### config.mk
export PLATFORM = sky130hd
export DESIGN_NAME = video_pattern_gen
export DESIGN_NICKNAME = d
export VERILOG_FILES = /design/src/rtl/video_pattern_gen.sv
export SDC_FILE = /design/constraint.sdc
export NUM_CORES = 1
export LEC_CHECK = 0
export BUFFER_PORTS_ARGS = -buffer_cell sky130_fd_sc_hd__buf_4
export CORE_ASPECT_RATIO = 0.5
export CORE_MARGIN = 1
export CORE_UTILIZATION = 54
export DETAILED_ROUTE_END_ITERATION = 16
export PLACE_DENSITY = 0.8
export SKIP_CTS_REPAIR_TIMING = 1
export SYNTH_ARGS = -nofsm -noshare
export SYNTH_HDL_FRONTEND = slang
export SYNTH_SLANG_ARGS = --single-unit
### constraint.sdc
create_clock -name pixel_clk -period 25.8 [get_ports pixel_clk]
set_input_delay 0 -clock pixel_clk [delete_from_list [all_inputs] [get_ports pixel_clk]]
set_output_delay 0 -clock pixel_clk [all_outputs]
set_load 0.02 [all_outputs]
### src/rtl/video_pattern_gen.sv
// Multi-mode HDMI test-pattern generator: colour bars, animated grid, grey ramp, solid cycle.
// Two-stage registered pipeline; mode and animation step only change at frame end.
module video_pattern_gen #(
    parameter int WIDTH           = 640,
    parameter int HEIGHT          = 480,
    parameter int COLS            = 8,
    parameter int ROWS            = 8,
    parameter int FRAMES_PER_STEP = 60,
    parameter int COLOR_W         = 8
) (
    input  logic                       pixel_clk,
    input  logic                       rst,
    input  logic                       active_video,
    input  logic [$clog2(WIDTH)-1:0]   h_pos,
    input  logic [$clog2(HEIGHT)-1:0]  v_pos,
    input  logic [1:0]                 mode,
    output logic [COLOR_W-1:0]         red,
    output logic [COLOR_W-1:0]         green,
    output logic [COLOR_W-1:0]         blue,
    output logic                       de_out,
    output logic [2:0]                 step
);

    localparam int HW = $clog2(WIDTH);
    localparam int VW = $clog2(HEIGHT);
    localparam int FW = (FRAMES_PER_STEP > 1) ? $clog2(FRAMES_PER_STEP) : 1;

    // Palette entry as on/off flags {R,G,B}
    function automatic logic [2:0] pal(input logic [2:0] i);
        logic [2:0] c;
        case (i)
            3'd0:    c = 3'b111;
            3'd1:    c = 3'b110;
            3'd2:    c = 3'b011;
            3'd3:    c = 3'b010;
            3'd4:    c = 3'b101;
            3'd5:    c = 3'b100;
            3'd6:    c = 3'b001;
            default: c = 3'b000;
        endcase
        return c;
    endfunction

    // Frame-level state
    logic [1:0]         mode_q, mode_d;
    logic [2:0]         step_q, step_d;
    logic [FW-1:0]      frame_cnt_q, frame_cnt_d;

    // Stage 1
    logic [2:0]         h_idx_q, h_idx_d;
    logic [2:0]         v_idx_q, v_idx_d;
    logic [COLOR_W-1:0] ramp_q, ramp_d;
    logic               blank_q, blank_d;
    logic               de_q, de_d;
    logic [1:0]         pmode_q, pmode_d;
    logic [2:0]         pstep_q, pstep_d;

    // Stage 2
    logic [COLOR_W-1:0] red_q, red_d;
    logic [COLOR_W-1:0] green_q, green_d;
    logic [COLOR_W-1:0] blue_q, blue_d;
    logic               de_out_q, de_out_d;

    logic               fe;
    logic [63:0]        h_prod, v_prod, ramp_prod;
    logic [2:0]         cidx;
    logic [2:0]         flags;

    always_comb begin
        fe = active_video && (h_pos == HW'(WIDTH - 1)) && (v_pos == VW'(HEIGHT - 1));

        mode_d      = mode_q;
        step_d      = step_q;
        frame_cnt_d = frame_cnt_q;
        if (fe) begin
            mode_d = mode;
            if (frame_cnt_q == FW'(FRAMES_PER_STEP - 1)) begin
                frame_cnt_d = '0;
                step_d      = step_q + 3'd1;
            end else begin
                frame_cnt_d = frame_cnt_q + FW'(1);
            end
        end

        // Only idx mod 8 is ever used, so the indices are kept 3 bits wide
        h_prod    = 64'(h_pos) * 64'(COLS);
        v_prod    = 64'(v_pos) * 64'(ROWS);
        ramp_prod = 64'(h_pos) * ((64'd1 << COLOR_W) - 64'd1);
        h_idx_d   = 3'(h_prod / 64'(WIDTH));
        v_idx_d   = 3'(v_prod / 64'(HEIGHT));
        ramp_d    = COLOR_W'(ramp_prod / 64'(WIDTH - 1));
        blank_d   = !active_video || (32'(h_pos) >= 32'(WIDTH)) || (32'(v_pos) >= 32'(HEIGHT));
        de_d      = active_video;
        pmode_d   = mode_q;
        pstep_d   = step_q;

        cidx = h_idx_q;
        case (pmode_q)
            2'd1:    cidx = h_idx_q + v_idx_q + pstep_q;
            2'd3:    cidx = pstep_q;
            default: cidx = h_idx_q;
        endcase
        flags = pal(cidx);

        red_d    = {COLOR_W{flags[2]}};
        green_d  = {COLOR_W{flags[1]}};
        blue_d   = {COLOR_W{flags[0]}};
        if (pmode_q == 2'd2) begin
            red_d   = ramp_q;
            green_d = ramp_q;
            blue_d  = ramp_q;
        end
        if (blank_q) begin
            red_d   = '0;
            green_d = '0;
            blue_d  = '0;
        end
        de_out_d = de_q;
    end

    always_ff @(posedge pixel_clk) begin
        if (rst) begin
            mode_q      <= '0;
            step_q      <= '0;
            frame_cnt_q <= '0;
            h_idx_q     <= '0;
            v_idx_q     <= '0;
            ramp_q      <= '0;
            blank_q     <= 1'b1;
            de_q        <= 1'b0;
            pmode_q     <= '0;
            pstep_q     <= '0;
            red_q       <= '0;
            green_q     <= '0;
            blue_q      <= '0;
            de_out_q    <= 1'b0;
        end else begin
            mode_q      <= mode_d;
            step_q      <= step_d;
            frame_cnt_q <= frame_cnt_d;
            h_idx_q     <= h_idx_d;
            v_idx_q     <= v_idx_d;
            ramp_q      <= ramp_d;
            blank_q     <= blank_d;
            de_q        <= de_d;
            pmode_q     <= pmode_d;
            pstep_q     <= pstep_d;
            red_q       <= red_d;
            green_q     <= green_d;
            blue_q      <= blue_d;
            de_out_q    <= de_out_d;
        end
    end

    assign red    = red_q;
    assign green  = green_q;
    assign blue   = blue_q;
    assign de_out = de_out_q;
    assign step   = step_q;

endmodule

== After elaboration in Yosys (flattened, before gate mapping) ==
Index checks and enable logic that the tools add are counted.
Word-level totals
  output and inout bits: 28
  word-level logic and storage cells: 50
  register bits: 57
  input bits: 24
Operators by class
  multiply operators: 1
  reductions and logical operators: 8
  $lt $le $gt $ge: 2
  add/sub/neg operators: 4
  equal/unequal tests: 12
  muxes and demuxes: 6
  div/mod/pow operators: 3
Operators by type and width (count)
  12-bit by 9-bit divider with 64-bit output (second input constant): 1
  13-bit by 10-bit divider with 64-bit output (second input constant): 1
  18-bit by 10-bit divider with 64-bit output (second input constant): 1
  8-bit 2-to-1 mux: 3
  3-bit one-hot mux with 7 select lines: 1
  10-bit by 8-bit multiplier with 18-bit output (second input constant): 1
  10-bit == test (second input constant): 1
  10-bit >= comparator (second input constant): 1
  3-bit == test (second input constant): 3
  9-bit == test (second input constant): 1
  9-bit >= comparator (second input constant): 1
  3-bit adder: 2
  6-bit by 1-bit adder with 6-bit output (second input constant): 1
  3-bit by 2-bit == test with 1-bit output (second input constant): 2
  6-bit == test (second input constant): 1
  6-bit 2-to-1 mux: 1
  3-bit one-hot mux with 2 select lines: 1
  2-bit == test (second input constant): 2
  3-bit by 1-bit adder with 3-bit output (second input constant): 1
  3-bit by 1-bit == test with 1-bit output (second input constant): 1
  3-bit zero test: 1
  2-bit by 1-bit == test with 1-bit output (second input constant): 1
  1-bit logical AND: 2
  1-bit logical OR: 2
  3 further kinds: 3

== Longest topological paths before layout ==
Gate-level depths: netlist of the first run.
  depth in word-level cells: 6
  mapped depth: 50
  mapped depth without buffers: 45

== Least setup slack after synthesis of the first run ==
OpenSTA, ideal clock, no wires.
  kind: input -> register
  from: input h_pos[5]
  to: register ramp_q[0]
  cell stages on the path: 47
  data required time: 25672 ps
  setup slack: 14806 ps
  data arrival time: 10867 ps
  path buffers: 3
  cell sequence: inv_1 -> fa_1 -> inv_1 -> fa_1 -> fa_1 -> inv_1 -> fa_1 -> inv_1 -> ha_1 -> and2_4 -> a221o_1 -> o21ai_2 -> nand4_2 -> nor4_4 -> a21oi_4 -> inv_2 -> ha_1 -> o31ai_1 -> [11 not listed] -> a311oi_2 -> and3_1 -> buf_4 -> o211a_1 -> or4_1 -> or3_1 -> a21oi_2 -> nor2_1 -> ha_1 -> o21ai_0 -> mux2i_1 -> nor4b_4 -> o21ai_2 -> and3_1 -> buf_2 -> mux2i_1 -> o221ai_1 -> o2bb2ai_1
On the way
  longest elaborated chain between the ends: 2
Ends and longest elaborated chain
  start, declared: line 14  | input logic [$clog2(WIDTH)-1:0] h_pos,
  10-bit by 8-bit multiplier with 18-bit output: line 88  | ramp_prod = 64'(h_pos) * ((64'd1 << COLOR_W) - 64'd1);
  18-bit by 10-bit divider with 64-bit output: line 91  | ramp_d = COLOR_W'(ramp_prod / 64'(WIDTH - 1));
  end signal, assigned: line 143  | ramp_q <= ramp_d;
  end, declared: line 52  | logic [COLOR_W-1:0] ramp_q, ramp_d;
No other way between the ends.
A chain may end at the register's enable or synchronous reset.

== Worst setup path after layout of the first run ==
Same ends and word-level chain as after synthesis.

==> flow_summary.json, run 1 <==
{
  "design.final.nets": 1256,
  "synth_async_sr_flop_share_pct": 0,
  "gp_routability_congestion": 0.978,
  "leading_cell_types_in_the_layout_fill_and_taps_excluded": "sky130_fd_sc_hd__nand2_1, sky130_fd_sc_hd__inv_1, sky130_fd_sc_hd__nor2_1",
  "max_stage_delay_ps": 790,
  "placement.io_buffers": 51,
  "detail_route.wl_per_cell_um": 17.3,
  "dieWidth_um": 180,
  "wire_length_on_met1_mm": 10.5,
  "diodes": 0,
  "finalClockSkew_ps": 3.58,
  "cts_root_buf": "sky130_fd_sc_hd__clkbuf_16",
  "final-seq-area_um2": 1140,
  "detailroute.via_count": 8572,
  "synth.lib_cells_used.distinct": 111,
  "most_common_flop_cell_mapped_by_yosys": "sky130_fd_sc_hd__dfxtp_1",
  "cts_buffers": 9,
  "globalRoute.totalOverflow": 0,
  "slew_headroom_pct": 33.4,
  "syn-cell-area_um2": 8570,
  "vias_per_cell": 6.40,
  "worstSetupStartpointType": "input port",
  "area_growth_syn_to_layout_pct": 10.6,
  "syn-instance-count": 1091,
  "hold_viol": 1,
  "routed-wl-met2_mm": 10.7,
  "fmax_mhz": 75.3,
  "outcome": "finished, violations left",
  "wl_met3_mm": 1.51,
  "grt_max_degree": 35,
  "final_min_period_over_clock_period_pct": 51.5,
  "setup.worst_path.end_class": "flip-flop",
  "tns_ps": 0,
  "avgSynthCellArea_um2": 7.86,
  "setup_viol": 0,
  "critical_path_required_ps": 25990,
  "final.hold.worst_slack_ps": -19.6,
  "post_route_cells_drive_above_1_share_pct": 12.3,
  "syn_nets": 1216,
  "final_common_cell": "sky130_fd_sc_hd__nand2_1",
  "setup.reg_to_reg.worst_slack_ps": 22990,
  "yosys_register_bits": 57,
  "drtIter0Drc": 793,
  "report.final.slew_viol_count": 0,
  "multi_input_comb_area_um2": 6960,
  "start_util_pct": 55.5,
  "pin_count": 52,
  "grt_setup_unrepaired": "no",
  "clk_path_buf_depth": 2,
  "floorplan.die_area_um2": 16400,
  "grt_pass1_vias": 8106,
  "timing.setup.critical_path_class": "in2reg",
  "number_of_antenna_violations_at_the_first_check_in_global_routing": 0,
  "crit_slowest_cell": "sky130_fd_sc_hd__xor2_1",
  "dp_hpwl_mm": 18.5,
  "period_minus_slack_ps": 13280,
  "ys.warnings.count": 0,
  "remaining_drc_errors": 0,
  "track_usage_pct": 28.5,
  "yosys.area.top_type": "sky130_fd_sc_hd__dfxtp_1",
  "topRoutingLayerUsed": "met4",
  "synth_sequential_area_ratio_pct": 13.3,
  "clk_transition_reported_paths_ps": 50,
  "cpLargestDelayFamily": "compound AO/OA/AOI/OAI gates",
  "count_of_flip_flops_with_a_built_in_enable_after_synthesis": 0,
  "critical_path.most_common_cell": "sky130_fd_sc_hd__inv_1",
  "wl_mm": 23.1,
  "violations": "negative hold slack",
  "ys_top_cells_by_area": "sky130_fd_sc_hd__dfxtp_1, sky130_fd_sc_hd__fa_1, sky130_fd_sc_hd__ha_1, sky130_fd_sc_hd__xnor2_1, sky130_fd_sc_hd__a21oi_1",
  "cp_data_arrival_time_ps": 13460,
  "dr.pass1.iters": 6,
  "first_pass_grt_wire_length_mm": 39.4,
  "yosys_top_cell_area_share_pct": 13.3,
  "cts_htree_levels": 3,
  "cts_num_sinks": 57,
  "row_cnt": 32,
  "hp-class": "in2reg",
  "antenna_violating_nets_post_route": 0,
  "worst_slew_pin_slew_ps": 991,
  "insertion_delay_ps": 320,
  "fill_cells": 1314,
  "core_um2": 15500,
  "dieHeight_um": 91.1,
  "max_cap_viols": 0,
  "cts_tree": "yes",
  "critical_path.max_fanout": 13,
  "worstPathBufferInverterCount": 7
}
worst min-delay path, cell delays in order:
cell and delay (ps):
sky130_fd_sc_hd__buf_4 110, sky130_fd_sc_hd__a311oi_1 80, sky130_fd_sc_hd__nor2_1 80
metrics by stage:
step / area, um^2 / hold slack (ps) / setup WS [ps] / instances / util, %
4_1_cts: 9450 / -87.1 / 12930 / 1337 / 61.1
6_report: 9480 / -19.6 / 12520 / 1340 / 61.3
3_5_place_dp: 9100 / 255 / 12620 / 1321 / 58.9
2_1_floorplan: 8570 / 147 / 14810 / 1091 / -
3_3_place_gp: 9100 / 249 / 13130 / 1321 / 58.9
5_1_grt: 9480 / 5.42 / 11780 / 1340 / 61.3
routing by layer:
| metal | global-route usage [%] | vias up |
|---|---|---|
| li1 | - | 4082 |
| met1 | 38.3 | 4033 |
| met2 | 48.5 | 405 |
| met3 | 2.89 | 52 |
| met4 | 8.12 | 0 |
| met5 | 0 | - |
Yosys cell counts (all sizes together), types with 13 or more instances:
master / instances
nand3: 34
nor2b: 14
xor2: 21
nor4: 20
ha: 59
fa: 42
nor3: 38
dfxtp: 57
inv: 93
nor2: 92
and3: 19
xnor2: 53
or2: 13
a21oi: 85
a21o: 16
o21ai: 53
nand4: 21
nand2: 93
o211ai: 13
clkbuf: 14
a211oi: 17
o21a: 13
a31oi: 17
final timing paths:
kind / from / to / cells past startpoint
worst max-delay path: h_pos[5] / ramp_q[0] / 46
worst min-delay path: v_pos[3] / v_idx_q[1] / 3
worst max register to register: h_idx_q[1] / green[2] / 10
worst min register to register: de_out_d / de_out / 1
cell families after synthesis:
group                    after synthesis  synth area share, %
AND/OR/NAND/NOR                      401                 24.8
AO/OA/AOI/OAI                        322                 28.2
buffers and inverters                120                 5.52
adder cells (fa/ha/maj)              102                 18.5
multiplexers                          15                 1.81
flip-flops                            57                 13.3
XOR/XNOR                              74                 7.82
cell type report:
cell class | count | area share [%]
multi-input cells | 914 | 73.4
flip-flops and latches | 57 | 12.0
repair buffers | 55 | 4.44
inverters | 94 | 3.72
well taps | 204 | 2.69
clock buffers | 9 | 2.38
clock inverters | 7 | 1.32
state kept, by name, summed over array words and instances, names as in the netlist:
signal       flops
h_idx_q          3
ramp_q           8
step             3
mode_q           2
blue             8
frame_cnt_q      6
pmode_q          2
de_out_d         1
blank_q          1
green            8
red              8
de_out           1
v_idx_q          3
pstep_q          3
Power of run 1 is not shown: default switching activity piles up to over one toggle a cycle in this logic, so the estimate is an artifact.
==> inputs of run 2 (changes only) <==
--- a/config.mk
+++ b/config.mk
@@ -5,12 +5,13 @@
 export SDC_FILE = /design/constraint.sdc
 export NUM_CORES = 1
 export LEC_CHECK = 0
+export ABC_AREA = 1
 export BUFFER_PORTS_ARGS = -buffer_cell sky130_fd_sc_hd__buf_4
 export CORE_ASPECT_RATIO = 0.5
 export CORE_MARGIN = 1
 export CORE_UTILIZATION = 54
 export DETAILED_ROUTE_END_ITERATION = 16
-export PLACE_DENSITY = 0.8
+export PLACE_DENSITY = 0.79
 export SKIP_CTS_REPAIR_TIMING = 1
 export SYNTH_ARGS = -nofsm -noshare
 export SYNTH_HDL_FRONTEND = slang
==> constraint.sdc (replaced) <==
create_clock -name pixel_clk -period 13.2 [get_ports pixel_clk]
set_input_delay 0 -clock pixel_clk [delete_from_list [all_inputs] [get_ports pixel_clk]]
set_output_delay 0 -clock pixel_clk [all_outputs]
set_load 0.02 [all_outputs]
==> run 2 against run 1 <==
The flow finishes with violations (design-rule violations). First-iteration DRC count decreased by 20%. Synthesized area grew 32%. Utilization fell by 1.1 points. Design area grew 27%. Clock-buffer cell count increased by 1. Clock skew grew 0.90 ps. Final cell count grew 50%. Sequential cell count unchanged. Via count up 20%. Synthesized cell count increased by 55%. Critical path type unchanged.
==> flow_summary.json, run 2 <==
{
  "outcome": "finished, violations left",
  "violations": "design-rule violations",
  "antenna_violating_nets_post_route": 0,
  "dieWidth_um": 206,
  "design.final.nets": 1858,
  "layout.core_utilization_pct": 60.2,
  "avgSynthCellArea_um2": 6.67,
  "period_minus_slack_ps": 11850,
  "final_critical_path_setup_slack_ps": 1350,
  "ys_top_cells_by_area": "sky130_fd_sc_hd__nand2_1, sky130_fd_sc_hd__dfxtp_1, sky130_fd_sc_hd__inv_1, sky130_fd_sc_hd__nand2_4, sky130_fd_sc_hd__fa_1",
  "crit_slowest_cell": "sky130_fd_sc_hd__fa_1",
  "count_of_flip_flops_with_a_built_in_enable_after_synthesis": 0,
  "setup_viol": 0,
  "setup.worst_path.end_class": "flip-flop",
  "clk_transition_reported_paths_ps": 50,
  "hp-class": "in2reg",
  "area_growth_syn_to_layout_pct": 6.44,
  "final.hold.worst_slack_ps": 6.41,
  "dieHeight_um": 104,
  "pin_count": 52,
  "yosys_top_cell_area_share_pct": 13.8,
  "max_cap_viols": 0,
  "post_route_cells_drive_above_1_share_pct": 23.4,
  "cts_htree_levels": 3,
  "combinational_family_with_the_most_area_after_synthesis": "simple AND/OR/NAND/NOR gates",
  "final_min_period_over_clock_period_pct": 89.7,
  "fmax_mhz": 84.4,
  "synth_compound_gate_area_share_pct": 6.30,
  "dp_worst_setup_slack_ps": 1040,
  "slew_headroom_pct": 43.3,
  "synth_mux_area_share_pct": 0,
  "tns_ps": 0,
  "cp_data_arrival_time_ps": 12050,
  "syn-instance-count": 1693,
  "synth_sequential_area_ratio_pct": 10.1,
  "remaining_drc_errors": 1,
  "timing.setup.critical_path_class": "in2reg",
  "placement.io_buffers": 51,
  "start_util_pct": 56.6,
  "row_cnt": 36,
  "critical_path.most_common_cell": "sky130_fd_sc_hd__inv_1",
  "cts_buffers": 9,
  "worst_slew_pin_slew_ps": 841,
  "dp_hpwl_mm": 21.0,
  "most_repeated_cell_in_the_gate_level_netlist_after_synthesis": "sky130_fd_sc_hd__nand2_1",
  "cts_root_buf": "sky130_fd_sc_hd__clkbuf_16",
  "dr.pass1.iters": 11,
  "cts_tree": "yes",
  "syn_nets": 1818,
  "yosys_register_bits": 57,
  "globalRoute.totalOverflow": 0,
  "final_common_cell": "sky130_fd_sc_hd__nand2_1",
  "wl_mm": 25.1,
  "insertion_delay_ps": 320,
  "syn-cell-area_um2": 11300,
  "clk_path_buf_depth": 2,
  "core_um2": 20000,
  "synth.lib_cells_used.distinct": 58,
  "detailroute.via_count": 10300,
  "vias_per_cell": 5.12,
  "synth.top_cells.by_count": "sky130_fd_sc_hd__nand2_1, sky130_fd_sc_hd__inv_1, sky130_fd_sc_hd__nor2_1",
  "finalClockSkew_ps": 4.49,
  "critical_path.max_fanout": 22,
  "first_pass_grt_wire_length_mm": 43.8,
  "synth_async_sr_flop_share_pct": 0,
  "max_stage_delay_ps": 540,
  "synth-simple-area-share_pct": 53.8,
  "drtIter0Drc": 635,
  "track_usage_pct": 24.3,
  "report.final.slew_viol_count": 0,
  "synth-xor-area-share_pct": 3.03,
  "grt_setup_unrepaired": "no",
  "grt_max_degree": 40,
  "grt_pass1_vias": 9492,
  "most_common_flop_cell_mapped_by_yosys": "sky130_fd_sc_hd__dfxtp_1",
  "number_of_antenna_violations_at_the_first_check_in_global_routing": 0,
  "gp_routability_congestion": 0.933,
  "synth-adder-area-share_pct": 14.0,
  "setup.reg_to_reg.worst_slack_ps": 10770,
  "floorplan.die_area_um2": 21500,
  "cts_num_sinks": 57,
  "fill_cells": 1894,
  "yosys.area.top_type": "sky130_fd_sc_hd__nand2_1",
  "hold_viol": 0,
  "diodes": 0,
  "detail_route.wl_per_cell_um": 12.5,
  "ys.warnings.count": 0,
  "critical_path_required_ps": 13400,
  "worstSetupStartpointType": "input port",
  "leading_cell_types_in_the_layout_fill_and_taps_excluded": "sky130_fd_sc_hd__nand2_1, sky130_fd_sc_hd__inv_1, sky130_fd_sc_hd__nor2_1"
}
==> run 2: changes by cell type in the layout (fill, tap and decap cells not counted), moves of 24 or more <==
| cell | delta |
|---|---|
| sky130_fd_sc_hd__nor3_1 | -30 |
| sky130_fd_sc_hd__inv_2 | +24 |
| sky130_fd_sc_hd__nor2_1 | +50 |
| sky130_fd_sc_hd__a21oi_1 | -28 |
| sky130_fd_sc_hd__nand4_1 | +34 |
| sky130_fd_sc_hd__nand3_1 | +99 |
| sky130_fd_sc_hd__nand2_4 | +76 |
| sky130_fd_sc_hd__nand2_2 | +98 |
| sky130_fd_sc_hd__nand2_1 | +321 |
| sky130_fd_sc_hd__xnor2_1 | -44 |
| sky130_fd_sc_hd__nand3_2 | +27 |
| sky130_fd_sc_hd__inv_1 | +167 |
| sky130_fd_sc_hd__nor2_2 | +27 |
==> run 2: area by class of cell <==
| type | count | area [um^2] | area share [%] |
|---|---|---|---|
| clock inverters | 6 | 58.8 | 0.490 |
| clock buffers | 10 | 229 | 1.91 |
| inverters | 296 | 1130 | 9.43 |
| well taps | 266 | 333 | 2.77 |
| multi-input cells | 1315 | 8710 | 72.5 |
| flip-flops and latches | 57 | 1140 | 9.50 |
| repair buffers | 54 | 410 | 3.42 |
==> run 2: layer usage <==
metal	GRT usage [%]	wire length (um)	vias to the layer above
met5	0	0	-
met1	34.6	12900	4645
li1	-	-	5426
met2	39.8	11200	169
met4	3.47	150	0
met3	2.57	849	14
==> run 2: logic make-up after synthesis <==
logic type | count (synthesis)
XOR/XNOR | 39
AO/OA/AOI/OAI | 118
adder cells (fa/ha/maj) | 101
buffers and inverters | 321
AND/OR/NAND/NOR | 1057
flip-flops | 57
==> run 2: path summary, 6_finish.rpt <==
kind                                 start  depth (start not counted)        end
worst max-delay path              h_pos[4]                         78  ramp_q[0]
worst min-delay path               mode[0]                          3  mode_q[0]
worst max register to register  h_idx_q[1]                          9   green[5]
worst min register to register    de_out_d                          2     de_out
==> run 2: through the flow <==
step | instance area (um^2) | instances
6_report | 12000 | 2004
5_1_grt | 12000 | 2004
4_1_cts | 12000 | 2002
3_5_place_dp | 11700 | 1986
3_3_place_gp | 11700 | 1986
2_1_floorplan | 11300 | 1693
==> run 2: worst max-delay path, delay by kind of cell <==
family / cells / cell delay, ps
simple gates: 51 / 6890
fa+ha+maj: 7 / 2920
buf+inv: 18 / 1910
compound gates: 2 / 260
Power of run 2 is left out for the same reason.
